`config.mk`:
```
export PLATFORM = sky130hd
export DESIGN_NAME = fbeb_rr_arb
export DESIGN_NICKNAME = d
export VERILOG_FILES = /design/src/rtl/fbeb_pkg.sv /design/src/rtl/fbeb_skid2.sv /design/src/rtl/fbeb_rr_arb.sv
export SDC_FILE = /design/constraint.sdc
export NUM_CORES = 1
export LEC_CHECK = 0
export CORE_ASPECT_RATIO = 2
export CORE_MARGIN = 5
export CORE_UTILIZATION = 45
export CTS_CLUSTER_DIAMETER = 30
export DETAILED_ROUTE_END_ITERATION = 10
export PLACE_DENSITY = 0.88
export SLEW_MARGIN = 20
export SYNTH_ARGS = -nofsm -noshare
export SYNTH_HDL_FRONTEND = slang
export SYNTH_SLANG_ARGS = --single-unit
```
`constraint.sdc`:
```
create_clock -name clk -period 3.55 [get_ports clk]
set_clock_uncertainty 0.15 [all_clocks]
set_input_delay 0.71 -clock clk [delete_from_list [all_inputs] [get_ports clk]]
set_output_delay 0.71 -clock clk [all_outputs]
set_load 0.01 [all_outputs]
```
`src/rtl/fbeb_pkg.sv`:
```
// Shared types and helpers for the fbeb round-robin arbiter slice.
package fbeb_pkg;

  typedef enum logic {
    ARB_IDLE   = 1'b0,
    ARB_LOCKED = 1'b1
  } arb_state_e;

  // Wrap increment that stays correct for non-power-of-2 requester counts.
  function automatic int unsigned rr_next(input int unsigned idx, input int unsigned n);
    return (idx == n - 1) ? 0 : idx + 1;
  endfunction

endpackage

```
`src/rtl/fbeb_skid2.sv`:
```
// Two-entry valid/ready buffer; in_rdy depends only on the registered occupancy,
// so there is no combinational path from out_rdy back to in_rdy.
module fbeb_skid2 #(
  parameter int DATA_WIDTH = 8
) (
  input  logic                  clk,
  input  logic                  rst,
  input  logic                  in_vld,
  output logic                  in_rdy,
  input  logic [DATA_WIDTH-1:0] in_data,
  output logic                  out_vld,
  input  logic                  out_rdy,
  output logic [DATA_WIDTH-1:0] out_data
);

  logic [1:0]            cnt;
  logic [DATA_WIDTH-1:0] head;
  logic [DATA_WIDTH-1:0] tail;
  logic                  push;
  logic                  pop;

  assign in_rdy   = (cnt < 2'd2);
  assign out_vld  = (cnt != 2'd0);
  assign out_data = head;
  assign push     = in_vld & in_rdy;
  assign pop      = out_vld & out_rdy;

  always_ff @(posedge clk) begin
    if (rst) begin
      cnt  <= 2'd0;
      head <= '0;
    end else begin
      // NOTE: non-blocking assignments keep every register reading the pre-edge
      // value of cnt, so the order of these statements does not matter.
      case ({push, pop})
        2'b10:   cnt <= cnt + 2'd1;
        2'b01:   cnt <= cnt - 2'd1;
        default: cnt <= cnt;
      endcase
      // Head takes the new beat when empty or when the old head leaves this cycle.
      if (push && (cnt == 2'd0 || pop)) begin
        head <= in_data;
      end else if (pop && cnt == 2'd2) begin
        head <= tail;
      end
    end
  end

  // NOTE: tail is a data-only register with no reset; it is never visible at
  // the output unless cnt says it holds a valid beat.
  always_ff @(posedge clk) begin
    if (push && !pop && cnt == 2'd1) begin
      tail <= in_data;
    end
  end

endmodule

```
`src/rtl/fbeb_rr_arb.sv`:
```
// Round-robin arbiter feeding one fbeb output channel through a 2-entry buffer.
// Define FBEB_RR_ARB_PKT_LOCK_EN to hold a grant until req_last (packet lock).
module fbeb_rr_arb
  import fbeb_pkg::*;
#(
  parameter  int NUM_REQ    = 4,
  parameter  int DATA_WIDTH = 8,
  localparam int IDX_W      = $clog2(NUM_REQ)
) (
  input  logic                          clk,
  input  logic                          rst,
  input  logic [NUM_REQ-1:0]            req_vld,
  output logic [NUM_REQ-1:0]            req_rdy,
  input  logic [NUM_REQ*DATA_WIDTH-1:0] req_data,
  input  logic [NUM_REQ-1:0]            req_last,
  output logic                          out_vld,
  input  logic                          out_rdy,
  output logic [DATA_WIDTH-1:0]         out_data,
  output logic [IDX_W-1:0]              out_src,
  output logic                          out_last,
  output logic                          arb_busy
);

  localparam int WORD_W = IDX_W + 1 + DATA_WIDTH;

  arb_state_e       state, state_next;
  logic [IDX_W-1:0] rr_ptr, rr_ptr_next;
  logic [IDX_W-1:0] lock_idx, lock_idx_next;
  logic [IDX_W-1:0] grant;
  logic             grant_vld;
  logic [IDX_W-1:0] sel;
  logic             sel_vld;
  logic             buf_space;
  logic             push;
  logic [DATA_WIDTH-1:0] push_data;
  logic             push_last;
  logic [WORD_W-1:0] buf_out;

  function automatic logic [IDX_W-1:0] wrap_add(input logic [IDX_W-1:0] base, input int k);
    int s;
    s = int'(base) + k;
    if (s >= NUM_REQ) s = s - NUM_REQ;
    return IDX_W'(s);
  endfunction

  // Walk from the farthest candidate back to rr_ptr so the nearest valid one wins.
  always_comb begin
    grant     = '0;
    grant_vld = 1'b0;
    for (int k = NUM_REQ - 1; k >= 0; k--) begin
      if (req_vld[wrap_add(rr_ptr, k)]) begin
        grant     = wrap_add(rr_ptr, k);
        grant_vld = 1'b1;
      end
    end
  end

  assign sel     = (state == ARB_LOCKED) ? lock_idx : grant;
  assign sel_vld = (state == ARB_LOCKED) | grant_vld;

  always_comb begin
    req_rdy = '0;
    if (!rst && sel_vld && buf_space) begin
      req_rdy[sel] = 1'b1;
    end
  end

  assign push      = |(req_vld & req_rdy);
  assign push_data = req_data[sel*DATA_WIDTH +: DATA_WIDTH];
  assign push_last = req_last[sel];
  assign arb_busy  = (state == ARB_LOCKED);

  always_ff @(posedge clk) begin
    if (rst) begin
      state    <= ARB_IDLE;
      rr_ptr   <= '0;
      lock_idx <= '0;
    end else begin
      state    <= state_next;
      rr_ptr   <= rr_ptr_next;
      lock_idx <= lock_idx_next;
    end
  end

  // NOTE: every output of this block is given a default first, so no path
  // through the case/ifdef below can infer a latch.
  always_comb begin
    state_next    = state;
    rr_ptr_next   = rr_ptr;
    lock_idx_next = lock_idx;
`ifdef FBEB_RR_ARB_PKT_LOCK_EN
    if (push) begin
      case (state)
        ARB_IDLE: begin
          if (push_last) begin
            rr_ptr_next = IDX_W'(rr_next(32'(grant), NUM_REQ));
          end else begin
            state_next    = ARB_LOCKED;
            lock_idx_next = grant;
          end
        end
        ARB_LOCKED: begin
          if (push_last) begin
            state_next  = ARB_IDLE;
            rr_ptr_next = IDX_W'(rr_next(32'(lock_idx), NUM_REQ));
          end
        end
      endcase
    end
`else
    state_next    = ARB_IDLE;
    lock_idx_next = '0;
    if (push) begin
      rr_ptr_next = IDX_W'(rr_next(32'(grant), NUM_REQ));
    end
`endif
  end

  fbeb_skid2 #(
    .DATA_WIDTH (WORD_W)
  ) u_buf (
    .clk      (clk),
    .rst      (rst),
    .in_vld   (push),
    .in_rdy   (buf_space),
    .in_data  ({sel, push_last, push_data}),
    .out_vld  (out_vld),
    .out_rdy  (out_rdy),
    .out_data (buf_out)
  );

  assign {out_src, out_last, out_data} = buf_out;

endmodule

```
* Word-level counts from Yosys, hierarchy flattened
Index checks and enable logic that the tools add are counted.
** Word-level totals
- Word-level logic and storage cells :: 78
- Input bits :: 43
- Flip-flop bits (word level) :: 26
** Cells by class
- Add/subtract/negate cells :: 10
- Shifts and indexed selects :: 1
- Reductions and logical operators :: 15
- Mux-type cells :: 29
- Bitwise logic cells :: 3
- Equality and inequality tests :: 5
- $lt $le $gt $ge :: 11
** Operator list (count)
- 32-bit by 6-bit variable part select with 8-bit output :: 1
- 11-bit 2-to-1 mux :: 2
- 2-bit 2-to-1 mux :: 9
- 2-bit by 3-bit < comparator with 1-bit output, second input constant :: 5
- 1-bit binary-select mux with 2-bit select :: 5
- 1-bit 2-to-1 mux :: 10
- 2-bit by 1-bit subtractor with 2-bit output, second input constant :: 5
- 3-bit >= comparator, second input constant :: 3
- 1-bit logical AND :: 7
- 2-bit by 2-bit adder with 3-bit output, second input constant :: 2
- 2-bit == test, second input constant :: 3
- 2-bit nonzero test :: 3
- 2-bit by 1-bit adder with 2-bit output, second input constant :: 2
- 4-bit AND :: 1
- 2-bit by 1-bit == test with 1-bit output, second input constant :: 2
- 4-bit 2-to-1 mux :: 1
- 2-bit one-hot mux with 2 select lines :: 1
- 4-bit OR reduction :: 1
- 2-bit by 1-bit adder with 3-bit output, second input constant :: 1
- 2-bit by 3-bit >= comparator with 1-bit output, second input constant :: 1
- 1-bit AND :: 2
- 1-bit demux with 2-bit select :: 1
- 2-bit by 1-bit >= comparator with 1-bit output, second input constant :: 1
- 1-bit zero test :: 2
- other kinds (3) :: 3

* Depth between registers and ports, before layout
- Word-level depth :: 19
- Mapped depth :: 12

* Hierarchy
From an unflattened synthesis, not the netlist that was laid out.
** Unflattened totals
- Cell total of the unflattened synthesis :: 165
- Area total of the unflattened synthesis :: 1789.2 um^2
** By module, submodules not included
- fbeb_skid2 :: sequential area each 590.6 um^2, area each 1164.9 um^2, cells each 99, times used 1
- fbeb_rr_arb :: sequential area each 40.0 um^2, area each 624.3 um^2, cells each 66, times used 1

* Worst setup path after synthesis
OpenSTA, ideal clock, no wires.
- Path type :: input-to-reg
- From :: input req_vld[2]
- To :: register u_buf.tail[0], enable pin
- Buffers on the path :: 1
- Stages on the path :: 9
- Data required time :: 3.051 ns
- Setup time :: 0.349 ns
- Setup slack :: 0.200 ns
- Data arrival time :: 2.851 ns
- Cell sequence :: nor2b_1 -> or4b_4 -> nand2_4 -> buf_2 -> ha_1 -> a22oi_2 -> a21boi_0 -> ha_1 -> and2_1
** On the way
- Word-level cells in the longest chain between the ends :: 16
** RTL lines
- start: declaration :: RTL line fbeb_rr_arb.sv:12 : input logic [NUM_REQ-1:0] req_vld,
- 1-bit binary-select mux with 2-bit select :: RTL line fbeb_rr_arb.sv:51 : if (req_vld[wrap_add(rr_ptr, k)]) begin
- 1-bit 2-to-1 mux (implied by the code) :: RTL line fbeb_rr_arb.sv:51
- 2-bit 2-to-1 mux (4 in series) :: RTL line fbeb_rr_arb.sv:51
- 2-bit by 3-bit < comparator with 1-bit output (implied by the code) / 2-bit by 1-bit >= comparator with 1-bit output (equally long branches) :: RTL line fbeb_rr_arb.sv:64 : req_rdy[sel] = 1'b1;
- 1-bit logical AND (implied by the code) :: RTL line fbeb_rr_arb.sv:64
- 1-bit 2-to-1 mux (implied by the code) :: RTL line fbeb_rr_arb.sv:64
- 1-bit demux with 2-bit select :: RTL line fbeb_rr_arb.sv:64
- 4-bit 2-to-1 mux :: RTL line fbeb_rr_arb.sv:63 : if (!rst && sel_vld && buf_space) begin
- 4-bit AND (*) :: RTL line fbeb_rr_arb.sv:68 : assign push = |(req_vld & req_rdy);
- 4-bit OR reduction (*) :: RTL line fbeb_rr_arb.sv:68
- 1-bit AND (*) :: RTL line fbeb_skid2.sv:25 : assign push = in_vld & in_rdy;
- 1-bit logical AND (*) (2 in series) :: RTL line fbeb_skid2.sv:52 : if (push && !pop && cnt == 2'd1) begin
- end signal: assignment :: RTL line fbeb_skid2.sv:53 : tail <= in_data;
- end: declaration :: RTL line fbeb_skid2.sv:18 : logic [DATA_WIDTH-1:0] tail;
Mark *: on every way between the ends. The rest lies on a longest branch, timed or not. The select of a mux whose other input is x is not followed.
A chain may end at the register's enable or synchronous reset.

* Final worst setup path
- From :: input req_vld[1]
- To :: output req_rdy[0]
** On the way
- Word-level cells in the longest chain between the ends :: 11
** RTL lines
- 1-bit binary-select mux with 2-bit select :: RTL line fbeb_rr_arb.sv:51
- 1-bit 2-to-1 mux (implied by the code) :: RTL line fbeb_rr_arb.sv:51
- 2-bit 2-to-1 mux (4 in series) :: RTL line fbeb_rr_arb.sv:51
- 2-bit by 3-bit < comparator with 1-bit output (implied by the code) / 2-bit by 1-bit >= comparator with 1-bit output (equally long branches) :: RTL line fbeb_rr_arb.sv:64
- 1-bit logical AND (implied by the code) :: RTL line fbeb_rr_arb.sv:64
- 1-bit 2-to-1 mux (implied by the code) :: RTL line fbeb_rr_arb.sv:64
- 1-bit demux with 2-bit select :: RTL line fbeb_rr_arb.sv:64
- 4-bit 2-to-1 mux (*) :: RTL line fbeb_rr_arb.sv:63
- end: declaration :: RTL line fbeb_rr_arb.sv:13 : output logic [NUM_REQ-1:0] req_rdy,
Marked as above.

==> flow_summary_export.csv <==
group,metric,value,unit
outcome,status,"finished clean",
yosys,yosysUniqueCellTypes,37,
global_route,grt-ovfl-total,0,
placed_design,pre_cts_ws,-82.74,ps
sta,rsz0062_at_grt,"false",
finish,fill_cells,287,
sta,tightest_slew,514.4,ps
sta,report.final.setup_viol,0,
placed_design,io_buffers,58,
routing,wl_met2,2482,µm
power_and_ir_drop,powerDensity,627.7,mW/mm²
clock_network,clk_pin_slew,90,ps
routing,top_layer_used,"met4",
sta,setup_ws,171.3,ps
power_and_ir_drop,leakage,0.001108,µW
clock_network,cts_max_level,1,
sta,final_max_slew_viol_count,0,
clock_network,cts_setup_buffers,0,
placed_design,gp_congestion,0.7983,
finish,area_growth,44.12,%
routing,wirelength,4386,µm
sta,fin_crit_sh,95.17,%
sta,whs,406.8,ps
finish,n_antenna_cell,0,
yosys,ys_seq_elements,26,
sta,slew-limit-headroom,65.63,%
clock_network,cts_root_buffer,"clkbuf_8",
global_route,grt_max_degree,23,
setup_path,crit_chain,"clkdlybuf4s50_1, nor2_1, or4b_4, buf_4, nand3_1, nor2_1, dlygate4sd2_1",
setup_path,path_common_cell,"nor2_1",
sta,hold_viol,0,
yosys,syn_avg_cell_area,10.45,µm²
global_route,grt_pass1_vias,1630,
setup_path,crit_fanout,12,
finish,drive_above_1_share,25.11,%
die,rows,32,
die,num_io_pins,60,
placed_design,hpwl,3410,µm
yosys,synthCells,166,
yosys,synth.yosys.warnings,0,
routing,num_vias,1465,
finish,final_nets,281,
setup_path,cp.required,2690,ps
routing,wl_met3,220,µm
routing,ant_nets,0,
yosys,synth_nets,215,
routing,wl_met1,1553,µm
clock_network,cts_hold_buffers,0,
setup_path,critPathArrivalTime,2520,ps
setup_path,crit_path_top_delay_cell,"or4b_4",
sta,period_needed,3379,ps
clock_network,cts_buffers,3,
die,die_w,53.91,µm
routing,avgViaCountPerCell,5.195,
clock_network,cts_tree,"built",
sta,timing.fmax,296.0,MHz
global_route,track_usage,18.32,%
die,core,0.003804,mm²
die,initial_core_util,45.62,%
clock_network,cts.sinks,26,
clock_network,clk-insertion-delay-late,270,ps
routing,drc,0,
setup_path,crit_type,"input pin to output port",
setup_path,cp_top_family,"buffers and inverters",
hold_path,hp-class,"register to register",
yosys,syn_area,0.001735,mm²
routing,firstDrtPassIters,4,
setup_path,cp.buffers_inverters,3,
setup_path,cp-start-kind,"input pin",
yosys,yosysSeqAreaShare,36.34,%
power_and_ir_drop,irDropWorstVdd,0.0004091,V
global_route,antenna_found_initial,0,
routing,drt-initial-drc-count,26,
clock_network,clockBufferDepth,2,
setup_path,max_stage_delay,540,ps
die,die_h,97.82,µm
clock_network,postCtsResizedCells,4,
global_route,grt_pass1_wl,7251,µm
setup_path,cp-end-kind,"output port",
run,drv_cap,0,
routing,post_drt_wl_per_cell,15.55,µm
die,die-area,0.005273,mm²
cell usage after synthesis:
master     number  area (µm²)
mux2_2         10       112.6
buf_2           2       10.01
or4b_4          1       13.76
clkbuf_1        5       18.77
nor3_1          1       5.000
a211oi_1        1       7.510
a21o_1          9       67.56
nand2_4         1       11.26
nor2b_1         4       25.02
nand3_1         1       5.000
ha_1            6       75.07
or4_4           1       11.26
nor4_1          1       6.260
edfxtp_1       11       330.3
o22ai_1         1       6.260
a21oi_2         1       8.760
o21ai_0         2       10.01
buf_12          1       20.02
o22ai_2         8       100.1
o31ai_1         2       15.01
inv_1          15       56.30
a22oi_2         1       12.51
nor2_1         17       63.81
a211oi_2        9       112.6
xor2_1          2       17.52
nand2b_1        1       6.260
dfxtp_1        15       300.3
mux2i_1         3       30.03
and2_1          2       12.51
a21boi_0        1       7.510
conb_1          1       3.750
and3_1         10       62.56
a2bb2oi_1       2       17.52
buf_6           1       11.26
mux2_4          8       120.1
nand2_1         7       26.28
buf_4           2       15.01
flip-flops by register name, indices dropped and copies added (netlist names):
name	count
u_buf.tail	11
u_buf.cnt	2
rr_ptr	2
u_buf.out_data	11
tightest hold or removal path, cell delays in order, from the launching register on:
cell	delay, ps
dfxtp_1	350
nand2b_1	80
o21ai_0	80
per-stage QoR:
| stage | TNS [ps] | instances | util (%) | total power [µW] | cell area, µm² |
|---|---|---|---|---|---|
| global placement | -80.90 | 278 | 64.01 | 1303 | 2435 |
| floorplan | 0 | 166 | - | 1020 | 1735 |
| CTS | 0 | 282 | 65.76 | 1583 | 2501 |
| global route | 0 | 282 | 65.76 | 1669 | 2501 |
| detailed placement | -195.1 | 278 | 64.01 | 1334 | 2435 |
| finish | 0 | 282 | 65.76 | 1570 | 2501 |
path summary, 6_finish.rpt:
| path | slack, ps | depth (start not counted) | to | startpoint |
|---|---|---|---|---|
| worst max-delay path | 170 | 7 | req_rdy[0] | req_vld[1] |
| worst min-delay path | 410 | 2 | rr_ptr[0] | rr_ptr[0] |
| worst max register to register | 840 | 9 | u_buf.tail[1] | rr_ptr[0] |
| worst min register to register | 410 | 2 | rr_ptr[0] | rr_ptr[0] |
routing by layer:
layer  GRT usage (%)  up-vias
li1                -      720
met1           17.90      685
met2           34.77       49
met3           2.443       11
met4           8.268        0
met5               0        -
where the power goes:
group          leakage (µW)  switching, µW  internal [µW]
logic              0.000849            423            455
clock network     0.0000357           94.2            151
registers          0.000224           43.2            404
cells by family after synthesis:
family / share of synthesized area [%]
flip-flops: 36.34
AND/OR/NAND/NOR: 14.35
XOR/XNOR: 1.010
adder cells (fa/ha/maj): 4.326
multiplexers: 15.14
AO/OA/AOI/OAI: 21.05
buffers and inverters: 7.570
other: 0.2161
cells in the final DEF, fill, tap and decap left out, types with 2 or more instances in the layout:
cell | Yosys | routed
inv_1 | 15 | 15
dfxtp_1 | 15 | 15
o21ai_0 | 2 | 2
xor2_1 | 2 | 2
buf_4 | 2 | 12
clkbuf_8 | 0 | 3
mux2_2 | 10 | 10
edfxtp_1 | 11 | 11
dlygate4sd2_1 | 0 | 4
o22ai_2 | 8 | 8
mux2i_1 | 3 | 3
clkdlybuf4s50_1 | 0 | 54
a211oi_2 | 9 | 9
mux2_4 | 8 | 8
nor2_1 | 17 | 17
ha_1 | 6 | 6
a21o_1 | 9 | 9
and3_1 | 10 | 10
buf_12 | 1 | 2
nand2_1 | 7 | 7
o31ai_1 | 2 | 2
nor2b_1 | 4 | 4
a2bb2oi_1 | 2 | 2
and2_1 | 2 | 2
cell type report:
type                    count  area, µm²  share of cell area [%]
multi-input cells         114      973.4                   38.92
repair buffers             72      705.7                   28.21
flip-flops and latches     26      630.6                   25.21
well taps                  51      63.81                   2.551
inverters                  15      56.30                   2.251
clock buffers               3      41.29                   1.651
clock inverters             1      30.03                   1.201
No activity file was read; power rests on OpenSTA's default activity.
